===== src/rtl/ex_issue.sv =====
// ex_issue: ID/EX issue stage with operand forwarding, load-use interlock and stall counter.
// Define ISSUE_FWD_EN to enable EX/MEM forwarding; otherwise every pending-write read interlocks.
module ex_issue #(
   parameter int OP_W = 8
) (
   input  logic            clk,
   input  logic            rst,
   input  logic            id_valid,
   input  logic [OP_W-1:0] id_op,
   input  logic [4:0]      id_rs_addr,
   input  logic [4:0]      id_rt_addr,
   input  logic [31:0]     id_rs_data,
   input  logic [31:0]     id_rt_data,
   input  logic [31:0]     id_imm,
   input  logic            id_use_imm,
   input  logic            id_wreg,
   input  logic [4:0]      id_waddr,
   input  logic            id_is_load,
   input  logic [31:0]     ex_fwd_data,
   input  logic            mem_wreg,
   input  logic [4:0]      mem_waddr,
   input  logic [31:0]     mem_wdata,
   input  logic            ex_hold,
   input  logic            flush,
   output logic            id_stall,
   output logic            alu_en,
   output logic [OP_W-1:0] op,
   output logic [31:0]     srcl,
   output logic [31:0]     srcr,
   output logic            ex_wreg,
   output logic [4:0]      ex_waddr,
   output logic            ex_is_load,
   output logic [15:0]     stall_cnt
);
   logic        rs_rd, rt_rd, rs_zero, rt_zero;
   logic        rs_ex, rt_ex, rs_mem, rt_mem;
   logic        load_use, issue;
   logic [31:0] rs_val, rt_val;
   assign rs_rd   = id_valid;
   assign rt_rd   = id_valid & ~id_use_imm;
   assign rs_zero = id_rs_addr == 5'd0;
   assign rt_zero = id_rt_addr == 5'd0;
   // register 0 never matches a pending write, so it can neither hazard nor forward
   assign rs_ex  = ex_wreg & (ex_waddr == id_rs_addr) & ~rs_zero;
   assign rt_ex  = ex_wreg & (ex_waddr == id_rt_addr) & ~rt_zero;
   assign rs_mem = mem_wreg & (mem_waddr == id_rs_addr) & ~rs_zero;
   assign rt_mem = mem_wreg & (mem_waddr == id_rt_addr) & ~rt_zero;
`ifdef ISSUE_FWD_EN
   assign load_use = ex_is_load & ((rs_rd & rs_ex) | (rt_rd & rt_ex));
   assign rs_val = rs_zero ? 32'd0 : (rs_ex & ~ex_is_load) ? ex_fwd_data : rs_mem ? mem_wdata : id_rs_data;
   assign rt_val = rt_zero ? 32'd0 : (rt_ex & ~ex_is_load) ? ex_fwd_data : rt_mem ? mem_wdata : id_rt_data;
`else
   logic unused_fwd;
   assign unused_fwd = ^{ex_fwd_data, mem_wdata};
   assign load_use = (rs_rd & (rs_ex | rs_mem)) | (rt_rd & (rt_ex | rt_mem));
   assign rs_val = rs_zero ? 32'd0 : id_rs_data;
   assign rt_val = rt_zero ? 32'd0 : id_rt_data;
`endif
   assign issue    = id_valid & ~load_use;
   assign id_stall = ~rst & ~flush & (ex_hold | load_use);
   always_ff @(posedge clk) begin
      if (rst | flush | (~ex_hold & ~issue)) begin
         alu_en     <= 1'b0;
         op         <= '0;
         srcl       <= 32'd0;
         srcr       <= 32'd0;
         ex_wreg    <= 1'b0;
         ex_waddr   <= 5'd0;
         ex_is_load <= 1'b0;
      end else if (~ex_hold) begin
         alu_en     <= 1'b1;
         op         <= id_op;
         srcl       <= rs_val;
         srcr       <= id_use_imm ? id_imm : rt_val;
         ex_wreg    <= id_wreg;
         ex_waddr   <= id_waddr;
         ex_is_load <= id_is_load;
      end
   end
   always_ff @(posedge clk) begin
      if (rst)
         stall_cnt <= 16'd0;
      else if (id_stall & ~&stall_cnt)
         stall_cnt <= stall_cnt + 16'd1;
   end
endmodule


===== config.mk =====
export PLATFORM = sky130hd
export DESIGN_NAME = ex_issue
export DESIGN_NICKNAME = d
export VERILOG_FILES = /design/src/rtl/ex_issue.sv
export SDC_FILE = /design/constraint.sdc
export NUM_CORES = 1
export LEC_CHECK = 0
export CORE_AREA = 2 2 114 116
export CTS_CLUSTER_DIAMETER = 50
export DETAILED_ROUTE_END_ITERATION = 12
export DIE_AREA = 0 0 116 118
export PLACE_DENSITY = 0.8
export SLEW_MARGIN = 0
export SYNTH_ARGS = -nofsm -noshare
export SYNTH_HDL_FRONTEND = slang
export SYNTH_SLANG_ARGS = --single-unit
export TNS_END_PERCENT = 50

===== constraint.sdc =====
create_clock -name clk -period 4.2 [get_ports clk]
set_input_delay 0.42 -clock clk [delete_from_list [all_inputs] [get_ports clk]]
set_output_delay 0.42 -clock clk [all_outputs]
set_load 0.01 [all_outputs]

======== Yosys cells after proc, flatten, opt, wreduce, memory -nomap -nowiden ========
Index checks and enable logic that the tools add are counted.
storage, ports and cells
  register bits after elaboration ......... 96
  input port bits ......................... 197
operators by class
  $add $sub $neg .......................... 1
  mux-type cells .......................... 3
  reduce and logical (&&, ||, !) cells .... 4
  bitwise gates (word level) .............. 30
  equality and inequality tests ........... 4
operators by type and width
  cell                     count
  $mux W32                 3
  $eq A5 B5 Y1             4
  $add A16 B1 Y16 const B  1
  $and A1 B1 Y1            16
  $reduce_and A16 Y1       1
  $logic_not A5 Y1         2
  $not A1 Y1               8
  $or A1 B1 Y1             6
  $logic_not A1 Y1         1

======== Depth between registers and ports, before layout ========
  depth after elaboration ................. 11
  mapped depth ............................ 9
  mapped depth without buffers ............ 8

======== Worst setup path before layout ========
OpenSTA, ideal clock, no wires.
  path type ............................... flip-flop to flip-flop
  start point ............................. register stall_cnt[7]
  end point ............................... register stall_cnt[14]
  library setup time ...................... 121 ps
  data arrival time ....................... 2013 ps
  path buffers ............................ 0
  period minus slack after synthesis ...... 2134 ps
  required time ........................... 4079 ps
  setup slack ............................. 2066 ps
  cell stages (with the launch flop) ...... 8
  cells stage by stage .................... dfxtp_1 -> nand4_2 -> nor4_4 -> a211oi_4 -> a32oi_4 -> nand2_4 -> nand4_1 -> mux2_2
on the way
  cells in the longest elaborated chain, start to end .. 3
RTL lines
  what                                                                     line  source
  start, declared                                                          33    output logic [15:0] stall_cnt
  start signal, assigned                                                   84    stall_cnt <= stall_cnt + 16'd1;
  parallel branches: the longest is 3 deep, another holds $add A16 B1 Y16  n/a
Several ways; the timed one is not identified.
A chain may end at the register's enable or synchronous reset.

======== Final worst setup path ========
  start point ............................. input id_rs_addr[4]
  end point ............................... output id_stall
on the way
  cells in the longest elaborated chain, start to end .. 8
RTL lines
  what                                   line    source
  start, declared                        10      input logic [4:0] id_rs_addr,
  $eq A5 B5 Y1 (tied with other cells)   44      assign rs_ex = ex_wreg & (ex_waddr == id_rs_addr) & ~rs_zero;
  $and A1 B1 Y1 (tied with other cells)  44
  $and A1 B1 Y1 (on tied branches)       44, 46
  $or A1 B1 Y1 (*)                       55      assign load_use = (rs_rd & (rs_ex | rs_mem)) | (rt_rd & (rt_ex | rt_mem));
  $and A1 B1 Y1 (*)                      55
  $or A1 B1 Y1 (*)                       55
  $or A1 B1 Y1 (*)                       60      assign id_stall = ~rst & ~flush & (ex_hold | load_use);
  $and A1 B1 Y1 (*)                      60
  end, declared                          25      output logic id_stall,
Mark *: on every way between the ends. The rest lies on a longest branch, timed or not.

==> flow_summary.yaml <==
sta:
  finalWorstSetupSlack_ns: 1.22
  holdWs_ns: 0.499
  tns_ns: 0
  worstMarginPinSlew_ns: 0.989
  max_slew_margin: 0.341
  timing.final.crit_share: 0.710
  fin_crit_ns: 2.98
  drv_slew: 0
  skew_ns: 0.00793
  max_clock_freq_mhz: 335
  hold_viol_final: 0
  rsz0062_at_grt: "false"
  setup_viol: 0
run:
  drv_cap: 0
hold_path:
  hold_class: "register to register"
  whs_path_depth: 2
floorplan:
  initial_utilization: 0.332
  rows: 41
  io_pins: 294
  die_w_um: 116
  core_region_area_sq_mm: 0.0124
  dieArea_sq_mm: 0.0137
  die_y_um: 118
pwr:
  irDropWorstVdd_v: 0.000164
  p_sw_uw: 495
  seqPwrFrac: 0.438
  power_leakage_nw: 2.39
  pwr-share-clk: 0.409
  combinationalPowerShare: 0.154
  power_mw: 2.14
  p_per_area_mw_per_mm2: 312
  netSwitchingFraction: 0.231
  p_int_mw: 1.65
placement:
  io_buffers: 229
  pre_cts_ws_ns: 1.09
  dp_hpwl_um: 10400
  gp_congestion: 0.852
setup_path:
  worstPathArrival_ns: 2.56
  max_stage_delay_ns: 0.58
  worstPathMaxFanout: 3
  path_cells: "clkdlybuf4s50_1 -> xnor2_1 -> nand4_1 -> o22ai_2 -> nand2_1 -> nand2_1 -> a21oi_1 -> nor2_1 -> clkdlybuf4s50_1"
  cp-start-kind: "input port"
  crit_buf_inv: 2
  endpoint_kind: "primary output"
  crit_slowest_cell: "clkdlybuf4s50_1"
  critPathTopFamily: "buffers and inverters"
  crit_type: "input port to primary output"
  r2r.worst_path.cells: 7
  cp.depth: 9
  required_ns: 3.78
cts:
  cts_max_level: 3
  root_buffer: "clkbuf_16"
  post_cts_buffers: 0
  cts.sinks: 96
  postCtsHoldBufs: 0
  clkSlewWorstSetupHoldPaths_ns: 0.06
  cts_made_buffers: 9
  clk_path_buf_depth: 2
  cts_resized: 0
  cts_tree: "yes"
  insertion_delay_ns: 0.34
outcome:
  status: "complete, no violations"
synth:
  synthesis.nets: 646
  yosysWarnings: 0
  async_flop_share: 0
  synth_cell_types: 38
  synth_edf_count: 0
  synth_flop_cell: "dfxtp_1"
  seq_area_frac_synth: 0.467
  syn_inst: 448
  syn_area_sq_mm: 0.00412
  ys_seq_elements: 96
  post_synth.cell_area_avg_sq_um: 9.19
global_routing:
  grt_pass1_wl_um: 21100
  grt_remaining_overflow: 0
  grt_max_degree: 54
  grt_usage: 0.196
  antenna_found_initial: 0
  grt_pass1_vias: 4177
detailed_routing:
  wirelength_um: 14000
  drt-pass1-iter-count: 5
  drtAntennaViolNets: 0
  vias: 4216
  drt_iter0_drc: 308
  drc: 0
  viasPerCell: 5.05
  wl_per_cell_um: 16.8
cells_and_area:
  area_growth_syn_to_layout_pct: 66.7
  fin_util: 0.553
  drive_above_1_share: 0.0603
  diodes: 0
  nets: 856
==> per-stage QoR <==
stage | cell area (sq um) | instances
6_report | 6870 | 835
3_3_place_gp | 6550 | 819
5_1_grt | 6870 | 835
4_1_cts | 6870 | 835
3_5_place_dp | 6550 | 819
2_1_floorplan | 4120 | 448
==> synth_stat cells, drive strengths merged (2+ instances only) <==
cell     count  area share
a2111oi      3      0.0085
a211oi       3      0.0085
a21oi        9       0.012
a22o        32       0.068
a22oi       79        0.14
and3         2      0.0033
buf          8      0.0094
clkbuf      28       0.026
dfxtp       96        0.47
inv          3      0.0027
mux2         3      0.0082
mux2i        2      0.0049
nand2       17       0.017
nand2b       2      0.0030
nand3        4      0.0061
nand4        9       0.017
nor2       103       0.094
nor2b        3      0.0046
nor3         2      0.0024
o22ai        2      0.0046
xnor2       30       0.064
==> cells by family (layout without fill, tap and decap cells) <==
| kind of cell | Yosys count | count (layout) | synth area share |
|---|---|---|---|
| AND/OR/NAND/NOR | 146 | 146 | 0.159 |
| buffers and inverters | 39 | 254 | 0.0377 |
| multiplexers | 5 | 5 | 0.0131 |
| XOR/XNOR | 30 | 30 | 0.0638 |
| AO/OA/AOI/OAI | 131 | 131 | 0.257 |
| adder cells (fa/ha/maj) | 1 | 1 | 0.00304 |
| flip-flops | 96 | 96 | 0.467 |
==> cells in the final DEF (no fill, tap or decap), types with 2 or more instances in the layout <==
master	instances
a2111oi_1	2
a211oi_1	2
a21oi_1	8
a22o_1	32
a22oi_1	79
and3_2	2
buf_4	6
bufinv_16	2
clkbuf_16	9
clkdlybuf4s50_1	228
clkinvlp_4	2
dfxtp_1	96
inv_1	3
mux2_2	3
mux2i_1	2
nand2_1	16
nand2b_1	2
nand3_1	3
nand4_1	7
nand4_2	2
nor2_1	103
nor2b_1	3
nor3_1	2
xnor2_1	30
==> flip-flops by register name (all words and copies together), names as in the netlist <==
signal and flops:
ex_wreg 1, op 8, ex_is_load 1, stall_cnt 16, alu_en 1, srcl 32, srcr 32, ex_waddr 5
==> power by group through the flow <==
| stage | Sequential (mW) | Clock [mW] | Combinational (mW) |
|---|---|---|---|
| floorplan | 0.964 | 0 | 0.126 |
| global placement | 0.957 | 0 | 0.321 |
| detailed placement | 0.958 | 0 | 0.328 |
| CTS | 0.937 | 0.899 | 0.331 |
| global route | 0.939 | 0.936 | 0.352 |
| finish | 0.937 | 0.875 | 0.329 |
==> final cells by class <==
type | count | area [sq um]
Multi-Input combinational cell | 313 | 2070
Fill cell | 1128 | 5550
Tap cell | 172 | 215
Clock inverter | 6 | 92.6
Inverter | 3 | 11.3
Sequential cell | 96 | 1920
Timing Repair Buffer | 235 | 2330
Clock buffer | 10 | 229
==> layer usage <==
metal / track usage / vias up / wire length (um)
li1: - / 2030 / -
met4: 0.0781 / 0 / 298
met1: 0.219 / 1998 / 5560
met3: 0.0561 / 23 / 1140
met2: 0.345 / 165 / 7040
met5: 0 / - / 0
==> worst min-delay path: stages (launching register included) <==
cell and delay (ns):
dfxtp_1 0.33, a21oi_1 0.06, nor2_1 0.07
==> worst paths after layout <==
kind / startpoint / end / slack (ns)
setup / recovery: id_rs_addr[4] / id_stall / 1.22
hold / removal: alu_en / alu_en / 0.50
hold reg to reg: alu_en / alu_en / 0.50
setup reg to reg: ex_waddr[0] / srcr[10] / 1.77
Power figures use the tool's default switching activity.
